## src/rtl/instr_sequencer_pkg.sv

```systemverilog
// Shared types and constants for the instruction sequencer: state encoding,
// opcode values, instruction field positions and the legality check.
package seq_pkg;

  typedef enum logic [2:0] {
    S_IDLE  = 3'd0,
    S_FETCH = 3'd1,
    S_ISSUE = 3'd2,
    S_DONE  = 3'd3,
    S_ERR   = 3'd4
  } state_e;

  typedef logic [31:0] instr_t;

  localparam logic [5:0] OP_ADD   = 6'h00;
  localparam logic [5:0] OP_SUB   = 6'h01;
  localparam logic [5:0] OP_AND   = 6'h02;
  localparam logic [5:0] OP_OR    = 6'h03;
  localparam logic [5:0] OP_XOR   = 6'h04;
  localparam logic [5:0] OP_SHL   = 6'h05;
  localparam logic [5:0] OP_MEMRD = 6'h06;
  localparam logic [5:0] OP_MEMWR = 6'h07;
  localparam logic [5:0] OP_HALT  = 6'h3F;

  localparam int OPC_MSB  = 31;
  localparam int OPC_LSB  = 26;
  localparam int ADDR_MSB = 25;
  localparam int ADDR_LSB = 16;
  localparam int IMM_MSB  = 15;
  localparam int IMM_LSB  = 0;

  // HALT is not "legal": it ends the program without ever being issued.
  function automatic logic op_legal(input logic [5:0] op);
    logic ok;
    if (op <= OP_MEMWR) begin
      ok = 1'b1;
    end else begin
      ok = 1'b0;
    end
    return ok;
  endfunction

endpackage

```

## src/rtl/instr_sequencer_prog_ram.sv

```systemverilog
// Program memory: DEPTH x 32, synchronous write, registered read, no reset.
module prog_ram #(
  parameter int DEPTH = 64,
  parameter int AW    = $clog2(DEPTH)
) (
  input  logic          clk,
  input  logic          we_i,
  input  logic [AW-1:0] waddr_i,
  input  logic [31:0]   wdata_i,
  input  logic          re_i,
  input  logic [AW-1:0] raddr_i,
  output logic [31:0]   rdata_o
);

  logic [31:0] mem_q [DEPTH];
  logic [31:0] rdata_q;

  // Read data only updates on re_i so it doubles as the instruction register.
  always_ff @(posedge clk) begin
    if (we_i) begin
      mem_q[waddr_i] <= wdata_i;
    end
    if (re_i) begin
      rdata_q <= mem_q[raddr_i];
    end
  end

  assign rdata_o = rdata_q;

endmodule

```

## src/rtl/instr_sequencer.sv

```systemverilog
// Instruction sequencer: fetches 32-bit words from program memory and issues
// decoded opcode/address/data to a processor with a valid/ready handshake.
module instr_sequencer
  import seq_pkg::*;
#(
  parameter int DEPTH = 64
) (
  input  logic                     clk,
  input  logic                     reset,
  input  logic                     load_en,
  input  logic [$clog2(DEPTH)-1:0] load_addr,
  input  logic [31:0]              load_data,
  input  logic                     start,
  input  logic                     issue_ready,
  output logic                     issue_valid,
  output logic [5:0]               opcode_o,
  output logic [31:0]              addr_o,
  output logic [31:0]              write_data_o,
  output logic                     busy,
  output logic                     done,
  output logic                     error,
  output logic [$clog2(DEPTH)-1:0] pc_o,
  output logic [15:0]              issue_count
);

  localparam int AW = $clog2(DEPTH);
  localparam logic [AW-1:0] PC_LAST = AW'(DEPTH - 1);

  state_e        state_q, state_d;
  logic [AW-1:0] pc_q, pc_d;
  logic [15:0]   count_q, count_d;
  logic          fetch_s;
  logic          wr_en_s;
  instr_t        ir_s;
  logic [5:0]    op_s;
  logic          legal_s;

  assign wr_en_s = load_en && !busy;

  prog_ram #(.DEPTH(DEPTH), .AW(AW)) u_prog_ram (
    .clk     (clk),
    .we_i    (wr_en_s),
    .waddr_i (load_addr),
    .wdata_i (load_data),
    .re_i    (fetch_s),
    .raddr_i (pc_q),
    .rdata_o (ir_s)
  );

  assign op_s    = ir_s[OPC_MSB:OPC_LSB];
  assign legal_s = op_legal(op_s);

  // State, program counter and issue counter registers.
  always_ff @(posedge clk or posedge reset) begin
    if (reset) begin
      state_q <= S_IDLE;
      pc_q    <= '0;
      count_q <= 16'd0;
    end else begin
      state_q <= state_d;
      pc_q    <= pc_d;
      count_q <= count_d;
    end
  end

  // Next-state logic and handshake outputs.
  always_comb begin
    state_d      = state_q;
    pc_d         = pc_q;
    count_d      = count_q;
    fetch_s      = 1'b0;
    issue_valid  = 1'b0;
    opcode_o     = OP_HALT;
    addr_o       = 32'd0;
    write_data_o = 32'd0;

    case (state_q)
      S_IDLE, S_DONE, S_ERR: begin
        if (start) begin
          pc_d    = '0;
          count_d = 16'd0;
          state_d = S_FETCH;
        end else begin
          state_d = state_q;
        end
      end
      S_FETCH: begin
        fetch_s = 1'b1;
        state_d = S_ISSUE;
      end
      S_ISSUE: begin
        if (op_s == OP_HALT) begin
          state_d = S_DONE;
        end else if (!legal_s) begin
          state_d = S_ERR;
        end else begin
          issue_valid  = 1'b1;
          opcode_o     = op_s;
          addr_o       = {22'd0, ir_s[ADDR_MSB:ADDR_LSB]};
          write_data_o = {16'd0, ir_s[IMM_MSB:IMM_LSB]};
          if (issue_ready) begin
            if (count_q != 16'hFFFF) begin
              count_d = count_q + 16'd1;
            end else begin
              count_d = count_q;
            end
            // The last word ends the program in place; pc never wraps.
            if (pc_q == PC_LAST) begin
              state_d = S_DONE;
            end else begin
              pc_d    = pc_q + AW'(1);
              state_d = S_FETCH;
            end
          end else begin
            state_d = S_ISSUE;
          end
        end
      end
      default: begin
        state_d = S_IDLE;
      end
    endcase
  end

  assign busy        = (state_q == S_FETCH) || (state_q == S_ISSUE);
  assign done        = (state_q == S_DONE);
  assign error       = (state_q == S_ERR);
  assign pc_o        = pc_q;
  assign issue_count = count_q;

endmodule

```

## config.mk

```make
export PLATFORM = sky130hd
export DESIGN_NAME = instr_sequencer
export DESIGN_NICKNAME = d
export VERILOG_FILES = /design/src/rtl/instr_sequencer_pkg.sv /design/src/rtl/instr_sequencer_prog_ram.sv /design/src/rtl/instr_sequencer.sv
export SDC_FILE = /design/constraint.sdc
export NUM_CORES = 2
export LEC_CHECK = 0
export CAP_MARGIN = 20
export CORE_MARGIN = 2
export CORE_UTILIZATION = 50
export DETAILED_ROUTE_END_ITERATION = 8
export HOLD_SLACK_MARGIN = 0.12
export PLACE_DENSITY = 0.66
export SYNTH_ARGS = -nofsm -noshare
export SYNTH_HDL_FRONTEND = slang
export SYNTH_SLANG_ARGS = --single-unit
```

## constraint.sdc

```tcl
create_clock -name clk -period 4.13 [get_ports clk]
set_input_delay 0.413 -clock clk [delete_from_list [all_inputs] [get_ports clk]]
set_output_delay 0.413 -clock clk [all_outputs]
set_load 0.1 [all_outputs]
```

# Word-level counts from Yosys, hierarchy flattened
# Memory sizes are Yosys's and may differ from the RTL's. A register that Yosys moved wholly into a read port is not among the register bits.
# Index checks and enable logic that the tools add are counted.
# word_totals
memories	1
inputBits	43
ram_bits	2048
wordCells	62
regBits	25
out_inout_bits	96
# classes
n_eq_ne	13
n_lt_le_gt_ge	1
add_sub_neg	2
n_reduce_logical	8
mux	34
# mem_list
name	words	word_bits	read_ports	rd_clocked_by_memory_dff	write_ports	line_no	rtl
u_prog_ram.mem_q	64	32	1	1	1	instr_sequencer_prog_ram.sv:15	logic [31:0] mem_q [DEPTH];
# op_table
cell	count
16-bit two-way mux	8
6-bit two-way mux	8
16-bit one-hot mux with 2 select lines	1
10-bit two-way mux	3
16-bit by 1-bit adder with 16-bit output (second input constant)	1
16-bit != test (second input constant)	1
6-bit equality test (second input constant)	2
3-bit two-way mux	4
2-bit != test (second input constant)	6
6-bit one-hot mux with 2 select lines	1
6-bit AND reduction	2
3-bit one-hot mux with 3 select lines	1
1-bit two-way mux	7
6-bit by 1-bit adder with 6-bit output (second input constant)	1
3-bit by 2-bit equality test with 1-bit output (second input constant)	2
6-bit by 3-bit <= comparator with 1-bit output (second input constant)	1
3-bit by 1-bit equality test with 1-bit output (second input constant)	1
3-bit equality test (second input constant)	1
3-bit zero test	1
3-bit OR reduction	1
2-bit two-way mux	1
2-bit nonzero test	1
1-bit logical AND	1
1-bit zero test	1
1-bit logical OR	1

# Logic depth before layout (Yosys ltp)
# logic_depth
depth_word	6
ltp_mapped	10
mapped_depth_nobuf	6

# Modules after synthesis
# Synthesis repeated with hierarchy kept, for this count alone.
# unflattened
cells_unflattened	3563
area_unflattened_um2	80830.0
# modules_own_cells
mod	n_inst	area_per_inst_um2	cells_each
prog_ram	1	78835.6	3324
instr_sequencer	1	1994.4	239

# Worst setup path before layout
# OpenSTA, ideal clock, no wires.
# synth_path
kind	flip-flop to flip-flop
start	register state_q[0]
end	memory u_prog_ram.mem_q[54][0], enable pin
stages_incl_launch_ff	6
setup_time_ps	421
t_arrival_ps	3389
period_less_slack_ps	3810
setup_slack_ps	320
path_cell_list	dfrtp_1 > or3b_2 > nand2_1 > nor3b_1 > nand3_1 > nor2_1
# synth_via
elab_chain_cells	6
# synth_lines
element	line_no	rtl
start: declaration	instr_sequencer.sv:29	state_e state_q, state_d;
start signal: assignment	instr_sequencer.sv:60	state_q <= state_d;
3-bit by 1-bit equality test with 1-bit output or 3-bit by 2-bit equality test with 1-bit output (tied branches)	instr_sequencer.sv:125	assign busy = (state_q == S_FETCH) || (state_q == S_ISSUE);
1-bit logical OR (*)	instr_sequencer.sv:125	
via busy	instr_sequencer.sv:19	output logic busy,
1-bit zero test (*)	instr_sequencer.sv:38	assign wr_en_s = load_en && !busy;
1-bit logical AND (*)	instr_sequencer.sv:38	
1-bit two-way mux (*)	instr_sequencer_prog_ram.sv:20	if (we_i) begin
1-bit two-way mux (not written as such) (*)	instr_sequencer_prog_ram.sv:21	mem_q[waddr_i] <= wdata_i;
end: declaration	instr_sequencer_prog_ram.sv:15	
# The timed path passes the listed nets; every way through them passes the cells marked *.

# Final worst setup path
# layout_path
start	register state_q[1]
end	memory u_prog_ram.mem_q[58][25], enable pin
# layout_via
elab_chain_cells	6
# layout_lines
element	line_no
3-bit by 1-bit equality test with 1-bit output or 3-bit by 2-bit equality test with 1-bit output (tied branches)	instr_sequencer.sv:125
1-bit logical OR (*)	instr_sequencer.sv:125
1-bit zero test (*)	instr_sequencer.sv:38
1-bit logical AND (*)	instr_sequencer.sv:38
1-bit two-way mux (*)	instr_sequencer_prog_ram.sv:20
1-bit two-way mux (not written as such) (*)	instr_sequencer_prog_ram.sv:21
# Mark *: on every way between the ends. The rest lies on a longest branch, timed or not.

==> results.cfg <==
[sta]
fin_hold_ws_ps = 138
setup_tns_ps = 0
fin_crit_sh = 0.889
fmax_mhz = 272
slew_violations = 0
fin_skew_ps = 49.5
setup_viol = 0
final_hold_viol_count = 0
tightestPinTransition_ps = 1100
min_period_ps = 3670
rsz0062_at_grt = no
relSlewSlack = 0.266

[global_route]
antenna_found_initial = 19
grt_max_degree = 87
use_met1 = 0.332
grt_usage = 0.238
grt_pass1_wl_mm = 283
gr-usage-met2 = 0.366
grt_overflow = 0
grt_pass1_vias = 39179
met3_usage = 0.0766
busiest_layer = met2

[final_layout]
post_layout_nonfiller_instances = 6289
syn_to_final_growth_pct = 14.7
mostFrequentLayoutCells = 2,080 x edfxtp_1, 523 x mux4_2, 204 x clkbuf_16, 165 x buf_4, 148 x mux2i_1
multi_input_area_mm2 = 0.0174
area.sequential_mm2 = 0.0631
n_fill_cell = 11449
final_common_cell = edfxtp_1
nets = 4000
final_layout_size_suffix_gt1_frac = 0.279

[die]
die_w_um = 407
die_h_um = 407
num_rows = 147
core-area_mm2 = 0.161
io_pins = 139
dieArea_mm2 = 0.166
start_util = 0.505

[clock_tree]
clock_sinks = 2105
post_cts_buffers = 0
cts_root_buffer = clkbuf_16
cts_buffers = 204
hold_buffers = 11
clock_path_buffers = 3
clkSlewWorstSetupHoldPaths_ps = 60
cts_htree_levels = 4
cts_tree = done
cts_resized = 0
worstSkewPairLatency_ps = 840

[routing]
vias = 38877
wl_mm = 197
first_pass_iters = 7
wl_per_cell_um = 31.4
drt_iter0_markers = 4738
route.detailed.drc = 0
antenna_left = 0
vias_per_cell = 6.18

[critical_path]
cpPeakStageDelay_ps = 700
crit_required_ps = 4660
cp_top_family = simple AND/OR/NAND/NOR gates
start_kind = register
r2r_end = u_prog_ram.mem_q[58][25]
crit_fanout = 19
cp_cell_sequence = or3b_2 -> nand2_1 -> nor3b_1 -> buf_4 -> nand2_1 -> nor2_4 -> buf_12
r2r_slack_ps = 460
ff2ff_path_depth = 7
critical_path_buf_inv_count = 2
end_kind = register
crit_type = register to register
crit_slowest_cell = nor2_4
cp.arrival_ps = 4200
crit_top_cell = nand2_1
r2r_start = state_q[1]

[power]
p_leak_nw = 28.4
p_switching_mw = 10.2
p_sw_frac = 0.225
seqPwrFrac = 0.528
powerDensity_mw_per_mm2 = 487
max-vdd-ir-drop_mv = 0.485
p_clk_frac = 0.396
combPwrFrac = 0.076
p_int_mw = 35.2

[yosys]
synth_ff_type = edfxtp_1
synth_top_area_share = 0.769
synthCells = 3616
synth.distinct_cells = 56
syn_avg_cell_area_um2 = 22.5
async_reset_ff_frac = 0.0119
synth_edf_count = 2080
synth_area_mm2 = 0.0813
synthTopCellsByArea = edfxtp_1 77%, mux4_2 14%, mux2i_1 1.8%, dfrtp_1 0.77%, buf_4 0.56%
yosysWarnings = 0
seq_area_frac_synth = 0.776
synth_seq_cells = 2105
synth_largest_area_cell = edfxtp_1

[run]
max_cap_viol_count = 0

[min_path]
hold_start = load_data[0]
min_to = u_prog_ram.mem_q[31][0]
whs_path_depth = 1
hp-class = input port to register

[placed_design]
dp_hpwl_mm = 116
gp_congestion = 0.832
placed_cells = 5871
portBuffers = 100

[outcome]
status = finished, final reports clean
-- stage by stage --
| step | total power [mW] | util | instance area [um2] | worst slack, ps |
|---|---|---|---|---|
| after global placement | 27.8 | 0.535 | 86200 | 624 |
| after detailed placement | 27.8 | 0.536 | 86200 | 583 |
| after floorplan | 26.6 | - | 81400 | 320 |
| final | 45.4 | 0.579 | 93200 | 459 |
| after global routing | 46.7 | 0.579 | 93200 | 357 |
| after CTS | 45.6 | 0.576 | 92700 | 459 |
-- worst max path at each step --
stage / startpoint / end / slack [ps] / cells past startpoint
final: state_q[1] / u_prog_ram.mem_q[58][25] / 460 / 7
after global routing: state_q[1] / u_prog_ram.mem_q[26][10] / 360 / 7
after CTS: state_q[0] / busy / 460 / 3
after detailed placement: load_en / u_prog_ram.mem_q[26][5] / 580 / 6
after global placement: load_en / u_prog_ram.mem_q[26][6] / 620 / 6
after floorplan: state_q[0] / u_prog_ram.mem_q[54][0] / 320 / 5
-- cell type report --
cell class	count	area share
diodes	6	0.000161
flip-flops and latches	2105	0.677
inverters	21	0.000926
well taps	2160	0.0290
clock buffers	253	0.0567
multi-input cells	1293	0.186
clock inverters	121	0.0121
repair buffers	330	0.0380
-- per-layer routing --
metal,up-vias,wire (um)
li1,15998,-
met4,18,4540
met3,306,21000
met2,1770,93000
met5,-,118
met1,20785,78700
-- registers in the layout, indices dropped and copies added (netlist names) --
register            count
issue_count            16
pc_o                    6
state_q                 3
u_prog_ram.mem_q     2048
u_prog_ram.rdata_o     32
-- cells by family (layout without fill, tap and decap cells) --
logic type,count (synthesis),after routing,share of synthesized area
DFF,2105,2105,0.776
muxes,671,671,0.163
and+or+nand+nor,329,329,0.0205
buffers and inverters,255,725,0.0180
AOI/OAI and AO/OA,249,249,0.0213
xor gates and xnor gates,4,4,0.000431
adders and majority gates,2,2,0.000308
other,1,44,0.0000461
-- synthesized netlist by cell type, drive strengths merged (8+ instances only) --
| cell type | n |
|---|---|
| a21oi | 41 |
| nor2b | 13 |
| buf | 153 |
| or4 | 9 |
| clkbuf | 81 |
| a211oi | 8 |
| edfxtp | 2080 |
| mux2i | 148 |
| o31ai | 19 |
| a2111oi | 8 |
| o221ai | 23 |
| o21ai | 38 |
| nand3 | 14 |
| o22ai | 37 |
| a221oi | 30 |
| and2 | 15 |
| nand2b | 9 |
| o2111ai | 12 |
| nor3 | 9 |
| inv | 20 |
| and3 | 48 |
| nor2 | 121 |
| dfrtp | 25 |
| a22oi | 12 |
| nand2 | 50 |
| nor3b | 13 |
| mux4 | 523 |
-- power groups by stage --
| stage | registers (mW) | logic, mW | clock network (mW) |
|---|---|---|---|
| after CTS | 24.0 | 3.42 | 18.2 |
| after detailed placement | 24.4 | 3.40 | 0 |
| after global routing | 24.0 | 3.65 | 19.1 |
| final | 24.0 | 3.44 | 17.9 |
| after global placement | 24.4 | 3.36 | 0 |
| after floorplan | 24.3 | 2.26 | 0 |
(Power assumes the default switching activity.)
